`config.mk`:
```
export PLATFORM = sky130hd
export DESIGN_NAME = pixel_writer
export DESIGN_NICKNAME = d
export VERILOG_FILES = /design/src/rtl/vga_pkg.sv /design/src/rtl/plot_fifo.sv /design/src/rtl/pixel_writer.sv
export SDC_FILE = /design/constraint.sdc
export NUM_CORES = 1
export LEC_CHECK = 0
export ABC_AREA = 1
export BUFFER_PORTS_ARGS = -buffer_cell sky130_fd_sc_hd__buf_2
export CAP_MARGIN = 20
export CORE_MARGIN = 2
export CORE_UTILIZATION = 50
export DETAILED_ROUTE_END_ITERATION = 6
export PLACE_DENSITY = 0.68
export SETUP_SLACK_MARGIN = 0.02
export SLEW_MARGIN = 10
export SYNTH_ARGS = -nofsm -noshare
export SYNTH_HDL_FRONTEND = slang
export SYNTH_SLANG_ARGS = --single-unit
```
`constraint.sdc`:
```
create_clock -name clk -period 3.58 [get_ports clk]
set_input_delay 0.716 -clock clk [delete_from_list [all_inputs] [get_ports clk]]
set_output_delay 0.716 -clock clk [all_outputs]
set_load 0.01 [all_outputs]
```
`src/rtl/vga_pkg.sv`:
```
// Shared screen geometry, framebuffer sizing and pixel-writer state encodings.
// Also holds the helper that maps a coordinate to a linear framebuffer address.
package vga_pkg;
  localparam int SCREEN_W  = 160;
  localparam int SCREEN_H  = 120;
  localparam int FB_ADDR_W = 15;
  localparam int FB_WORDS  = 19200;
  localparam int COLOR_W   = 3;
  localparam int PIX_W     = 8 + 7 + COLOR_W;

  typedef enum logic {
    S_CLEAR = 1'b0,
    S_RUN   = 1'b1
  } state_t;

  typedef struct packed {
    logic [7:0]         x;
    logic [6:0]         y;
    logic [COLOR_W-1:0] c;
  } pixel_t;

  // y*160 + x built from shifts so no multiplier is needed
  function automatic logic [FB_ADDR_W-1:0] pix_addr(input logic [7:0] x, input logic [6:0] y);
    logic [FB_ADDR_W-1:0] w_y;
    w_y = {8'd0, y};
    return (w_y << 7) + (w_y << 5) + {7'd0, x};
  endfunction
endpackage

```
`src/rtl/plot_fifo.sv`:
```
// Synchronous FIFO with registered full/empty flags and wrap-bit pointers.
// Writes while full and reads while empty are ignored; no bypass path.
module plot_fifo #(
  parameter int DEPTH = 8,
  parameter int W     = 18
) (
  input  logic         clk,
  input  logic         reset,
  input  logic         i_wr,
  input  logic [W-1:0] i_wdata,
  input  logic         i_rd,
  output logic [W-1:0] o_rdata,
  output logic         o_full,
  output logic         o_empty
);
  localparam int AW = $clog2(DEPTH);

  logic [W-1:0] r_mem [DEPTH];
  logic [AW:0]  r_wptr, r_rptr;
  logic         r_full, r_empty;
  logic [AW:0]  w_wptr_n, w_rptr_n;
  logic         w_wr, w_rd;

  assign w_wr     = i_wr && !r_full;
  assign w_rd     = i_rd && !r_empty;
  assign w_wptr_n = r_wptr + {{AW{1'b0}}, w_wr};
  assign w_rptr_n = r_rptr + {{AW{1'b0}}, w_rd};

  always_ff @(posedge clk) begin
    if (!reset) begin
      r_wptr  <= '0;
      r_rptr  <= '0;
      r_full  <= 1'b0;
      r_empty <= 1'b1;
    end else begin
      r_wptr  <= w_wptr_n;
      r_rptr  <= w_rptr_n;
      r_empty <= (w_wptr_n == w_rptr_n);
      r_full  <= (w_wptr_n == {~w_rptr_n[AW], w_rptr_n[AW-1:0]});
    end
  end

  always_ff @(posedge clk) begin
    if (w_wr) r_mem[r_wptr[AW-1:0]] <= i_wdata;
  end

  assign o_rdata = r_mem[r_rptr[AW-1:0]];
  assign o_full  = r_full;
  assign o_empty = r_empty;
endmodule

```
`src/rtl/pixel_writer.sv`:
```
// Buffers plot strobes, converts them to framebuffer addresses and drains them
// through a valid/ready write port; also sweeps the screen with a background colour.
module pixel_writer
  import vga_pkg::*;
#(
  parameter int DEPTH  = 8,
  parameter int WIDTH  = SCREEN_W,
  parameter int HEIGHT = SCREEN_H
) (
  input  logic                 clk,
  input  logic                 reset,
  input  logic [7:0]           xpos,
  input  logic [6:0]           ypos,
  input  logic [COLOR_W-1:0]   color,
  input  logic                 plot,
  input  logic                 clear,
  input  logic [COLOR_W-1:0]   bg_color,
  output logic [FB_ADDR_W-1:0] fb_addr,
  output logic [COLOR_W-1:0]   fb_data,
  output logic                 fb_we,
  input  logic                 fb_ready,
  output logic                 busy,
  output logic                 overflow
);
  localparam logic [FB_ADDR_W-1:0] LP_WORDS = FB_ADDR_W'(FB_WORDS);

  state_t                 r_state, w_state_n;
  logic [FB_ADDR_W-1:0]   r_cnt, w_cnt_n, w_sweep;
  logic                   r_pend, w_pend_n;
  logic                   r_we, w_we_n;
  logic [FB_ADDR_W-1:0]   r_addr, w_addr_n;
  logic [COLOR_W-1:0]     r_data, w_data_n;
  logic                   r_ovf;

  logic                   w_in_range, w_enq, w_drop, w_deq, w_free;
  logic                   w_full, w_empty;
  logic [PIX_W-1:0]       w_rdata;
  pixel_t                 w_head;
  logic [FB_ADDR_W-1:0]   w_head_addr;

  // Input qualification: out-of-range pixels vanish, in-range ones hitting a full FIFO are dropped
  assign w_in_range = (32'(xpos) < WIDTH) && (32'(ypos) < HEIGHT);
  assign w_enq      = plot && w_in_range && !w_full;
  assign w_drop     = plot && w_in_range && w_full;

  plot_fifo #(.DEPTH(DEPTH), .W(PIX_W)) u_fifo (
    .clk     (clk),
    .reset   (reset),
    .i_wr    (w_enq),
    .i_wdata ({xpos, ypos, color}),
    .i_rd    (w_deq),
    .o_rdata (w_rdata),
    .o_full  (w_full),
    .o_empty (w_empty)
  );

  assign w_head      = w_rdata;
  assign w_head_addr = pix_addr(w_head.x, w_head.y);
  assign w_free      = !r_we || fb_ready;

  // Output register reload / FSM next state
  always_comb begin
    w_state_n = r_state;
    w_cnt_n   = r_cnt;
    w_pend_n  = r_pend;
    w_we_n    = r_we;
    w_addr_n  = r_addr;
    w_data_n  = r_data;
    w_deq     = 1'b0;
    w_sweep   = clear ? '0 : r_cnt;
    unique case (r_state)
      S_RUN: begin
        if (r_pend || clear) begin
          if (w_free) begin
            w_state_n = S_CLEAR;
            w_pend_n  = 1'b0;
            w_we_n    = 1'b1;
            w_addr_n  = '0;
            w_data_n  = bg_color;
            w_cnt_n   = FB_ADDR_W'(1);
          end else begin
            w_pend_n = 1'b1;
          end
        end else if (w_free) begin
          w_deq    = !w_empty;
          w_we_n   = !w_empty;
          w_addr_n = w_head_addr;
          w_data_n = w_head.c;
        end
      end
      default: begin
        // r_cnt is the next sweep address to load; reaching FB_WORDS means the last one is in flight
        if (!w_free) begin
          w_cnt_n = w_sweep;
        end else if (w_sweep < LP_WORDS) begin
          w_we_n   = 1'b1;
          w_addr_n = w_sweep;
          w_data_n = bg_color;
          w_cnt_n  = w_sweep + FB_ADDR_W'(1);
        end else begin
          w_state_n = S_RUN;
          w_deq     = !w_empty;
          w_we_n    = !w_empty;
          w_addr_n  = w_head_addr;
          w_data_n  = w_head.c;
        end
      end
    endcase
  end

  always_ff @(posedge clk) begin
    if (!reset) begin
      r_state <= S_CLEAR;
      r_cnt   <= '0;
      r_pend  <= 1'b0;
      r_we    <= 1'b0;
      r_addr  <= '0;
      r_data  <= '0;
      r_ovf   <= 1'b0;
    end else begin
      r_state <= w_state_n;
      r_cnt   <= w_cnt_n;
      r_pend  <= w_pend_n;
      r_we    <= w_we_n;
      r_addr  <= w_addr_n;
      r_data  <= w_data_n;
      if (w_drop)     r_ovf <= 1'b1;
      else if (clear) r_ovf <= 1'b0;
    end
  end

  assign fb_addr  = r_addr;
  assign fb_data  = r_data;
  assign fb_we    = r_we;
  assign overflow = r_ovf;
  assign busy     = (r_state == S_CLEAR) || !w_empty || r_we;
endmodule

```
==> results.sh <==
export IMPL_nNetsFinal=969
export IMPL_critPathArrivalTime_ns=3.49
export IMPL_cts_resized=0
export IMPL_setup_slack_ns=0.454
export IMPL_r2r_setup_slack_ns=0.45
export IMPL_slew_viol_final=0
export IMPL_hold_buffers=0
export IMPL_yosysWarningCount=0
export IMPL_ys_seq_elements=191
export IMPL_syn_cell_area_mm2=0.00852
export IMPL_clkPwrFrac_pct=40.9
export IMPL_std_cell_rows=47
export IMPL_grt_antenna_before_repair=1
export IMPL_multi_input_area_mm2=0.00282
export IMPL_drive_above_1_share_pct=13.1
export IMPL_clkTransAtPathRegs_ns=0.07
export IMPL_cellLeakagePower_nw=3.78
export IMPL_grt_overflow=0
export IMPL_startpoint_type="register"
export IMPL_hold_viol=0
export IMPL_yosys_area_share_simple_pct=19.9
export IMPL_routed_wl_um=19500
export IMPL_dpl_worst_slack_ns=0.471
export IMPL_synth_adder_area_share_pct=3.11
export IMPL_critical_path_required_ns=3.94
export IMPL_critical_path_class="register to register"
export IMPL_grt_start_max_net_pins=56
export IMPL_finalCritPeriodShare_pct=87.3
export IMPL_ys_types=34
export IMPL_die_h_um=135
export IMPL_grt_pass1_vias=5876
export IMPL_finalNonFillerCells=1157
export IMPL_synth_compound_area_share_pct=8.05
export IMPL_slew_headroom_pct=61.6
export IMPL_tns_ns=0
export IMPL_hpwl_um=12500
export IMPL_grt_setup_unrepaired="false"
export IMPL_drt_initial_drc_count=615
export IMPL_numClockSinks=191
export IMPL_postCtsSetupBuffers=0
export IMPL_async_reset_ff_share_pct=0
export IMPL_combPwrFrac_pct=5.7
export IMPL_syn_area_per_cell_um2=9.72
export IMPL_period_needed_ns=3.13
export IMPL_synth_area_leaders="edfxtp_1 51%, dfxtp_1 11%, nand2_1 9.8%, nand3_1 4.2%, nor2_1 4.1%"
export IMPL_synth_enable_flop_cells=144
export IMPL_p_int_w=0.00349
export IMPL_synth_most_common_cell="nand2_1"
export IMPL_cts_htree_levels=4
export IMPL_gp_congestion=0.852
export IMPL_p_per_area_mw_per_mm2=473
export IMPL_yosysTopAreaCellShare_pct=50.7
export IMPL_ys_seq_area_share_pct=61.8
export IMPL_track_usage_pct=22.4
export IMPL_fillCellCount=1388
export IMPL_clock_latency_ns=0.43
export IMPL_cap_violations=0
export IMPL_dp_cells=1124
export IMPL_crit_fanout=19
export IMPL_status="complete, no violations"
export IMPL_regArea_mm2=0.00527
export IMPL_synthCells=877
export IMPL_syn2layout_area_growth_pct=12.7
export IMPL_p_switching_w=0.00105
export IMPL_hold_path_class="register to register"
export IMPL_synth_top_family_by_area="simple AND/OR/NAND/NOR gates"
export IMPL_fmax_mhz=320
export IMPL_via_per_inst=5.35
export IMPL_grt_first_pass_wirelength_um=30900
export IMPL_num_vias=6192
export IMPL_finalPower_w=0.00454
export IMPL_tritoncts="done"
export IMPL_swShare_pct=23.2
export IMPL_io_pins=47
export IMPL_drcViolationCount=0
export IMPL_die_w_um=135
export IMPL_synth_main_ff_cell="edfxtp_1"
export IMPL_max_vdd_ir_drop_mv=0.456
export IMPL_wl_per_cell_um=16.8
export IMPL_cts_buffers=17
export IMPL_synth_xor_area_share_pct=1.85
export IMPL_die_area_mm2=0.0181
export IMPL_synth_commonest_cells="222 x nand2_1, 144 x edfxtp_1, 92 x nor2_1, 72 x nand3_1, 67 x inv_1"
export IMPL_synthMuxAreaShare_pct=0
export IMPL_yosys_area_top_type="edfxtp_1"
export IMPL_clk_path_buf_depth=2
export IMPL_finalSetupViolCount=0
export IMPL_tightest_slew_ns=0.576
export IMPL_fin_skew_ns=0.00873
export IMPL_root_buffer="clkbuf_16"
export IMPL_core_mm2=0.0166
export IMPL_firstDrtPassIters=5
export IMPL_ant_nets=0
export IMPL_synth_fp_nets=923
export IMPL_initial_utilization_pct=51.2
export IMPL_end_kind="register"
export IMPL_port_buffers=46
export IMPL_seq_power_share_pct=53.4
-- per-stage QoR --
stage	util [%]	hold slack [ns]	instance area (um2)
6_report	57.7	0.455	9610
5_1_grt	57.7	0.487	9600
4_1_cts	57.7	0.457	9600
3_5_place_dp	54.2	0.444	9020
3_3_place_gp	54.2	0.439	9020
2_1_floorplan	-	0.427	8520
-- path summary, 6_finish.rpt --
kind,from,to,cells after the start
setup / recovery,u_fifo.r_rptr[1],fb_addr[14],16
hold / removal,r_cnt[12],r_cnt[12],2
setup reg to reg,u_fifo.r_rptr[1],fb_addr[14],16
hold reg to reg,r_cnt[12],r_cnt[12],2
-- worst max-delay path, cell delays in order, from the launching register on --
cell and delay (ns):
dfxtp_1 0.41, inv_2 0.32, buf_4 0.32, o21ai_0 0.13, o221ai_1 0.15, o21ai_0 0.15, fa_1 0.51, fa_1 0.47
inv_1 0.09, nand2_1 0.05, nand3_1 0.09, nand2_1 0.06, nand2_1 0.05, nand2_1 0.04, nand2_1 0.05, nand2_1 0.05
a21oi_1 0.11
-- sequential cells by signal (all words and copies together) (netlist names) --
name,cells
u_fifo.r_mem,144
fb_addr,15
u_fifo.r_rptr,4
r_cnt,15
fb_data,3
fb_we,1
u_fifo.o_full,1
u_fifo.o_empty,1
r_state,1
r_pend,1
overflow,1
u_fifo.r_wptr,4
-- routing by layer --
layer | wire (um) | track usage, % | share of wire [%]
met1 | 8490 | 30.1 | 44
met2 | 9200 | 36.4 | 47
met3 | 1400 | 5.22 | 7.2
met4 | 354 | 7.02 | 1.8
met5 | 0 | 0 | 0
-- placed cells by master (no fill, tap or decap), types with 6 or more instances in the layout --
master | synthesis | final
nand2_1 | 222 | 222
edfxtp_1 | 144 | 144
nor2_1 | 92 | 84
nand3_1 | 72 | 72
inv_1 | 67 | 67
o21ai_0 | 46 | 46
dfxtp_1 | 47 | 46
buf_2 | 13 | 46
a21oi_1 | 32 | 32
o21ai_1 | 22 | 22
buf_4 | 1 | 20
ha_1 | 18 | 18
clkbuf_16 | 0 | 17
nor2_2 | 4 | 12
o22ai_1 | 11 | 11
xor2_1 | 10 | 10
nand4_1 | 9 | 9
xnor2_1 | 8 | 8
a31oi_1 | 7 | 7
inv_2 | 6 | 6
-- cell families (layout without fill, tap and decap cells) --
family | count (synthesis) | in the layout
flip-flops | 191 | 191
AND/OR/NAND/NOR | 408 | 408
AO/OA/AOI/OAI | 126 | 126
adder cells (fa/ha/maj) | 20 | 20
buffers and inverters | 114 | 173
XOR/XNOR | 18 | 18
other | 0 | 1
-- power by group through the flow --
stage / Combinational, W / Sequential (W) / Clock [W]
after CTS: 0.000261 / 0.00243 / 0.00188
final: 0.000259 / 0.00243 / 0.00186
after floorplan: 0.000161 / 0.00248 / 0
after detailed placement: 0.000259 / 0.00248 / 0
after global routing: 0.000296 / 0.00243 / 0.00197
after global placement: 0.000255 / 0.00248 / 0
-- cell type report --
class                           instances  share of cell area (%)
Timing Repair Buffer                   66                    3.96
Clock inverter                         13                    1.51
Inverter                               75                    2.93
Antenna cell                            1                  0.0261
Tap cell                              220                    2.87
Clock buffer                           19                    4.51
Sequential cell                       191                    54.8
Multi-Input combinational cell        572                    29.4
No activity file was read; power rests on OpenSTA's default activity.
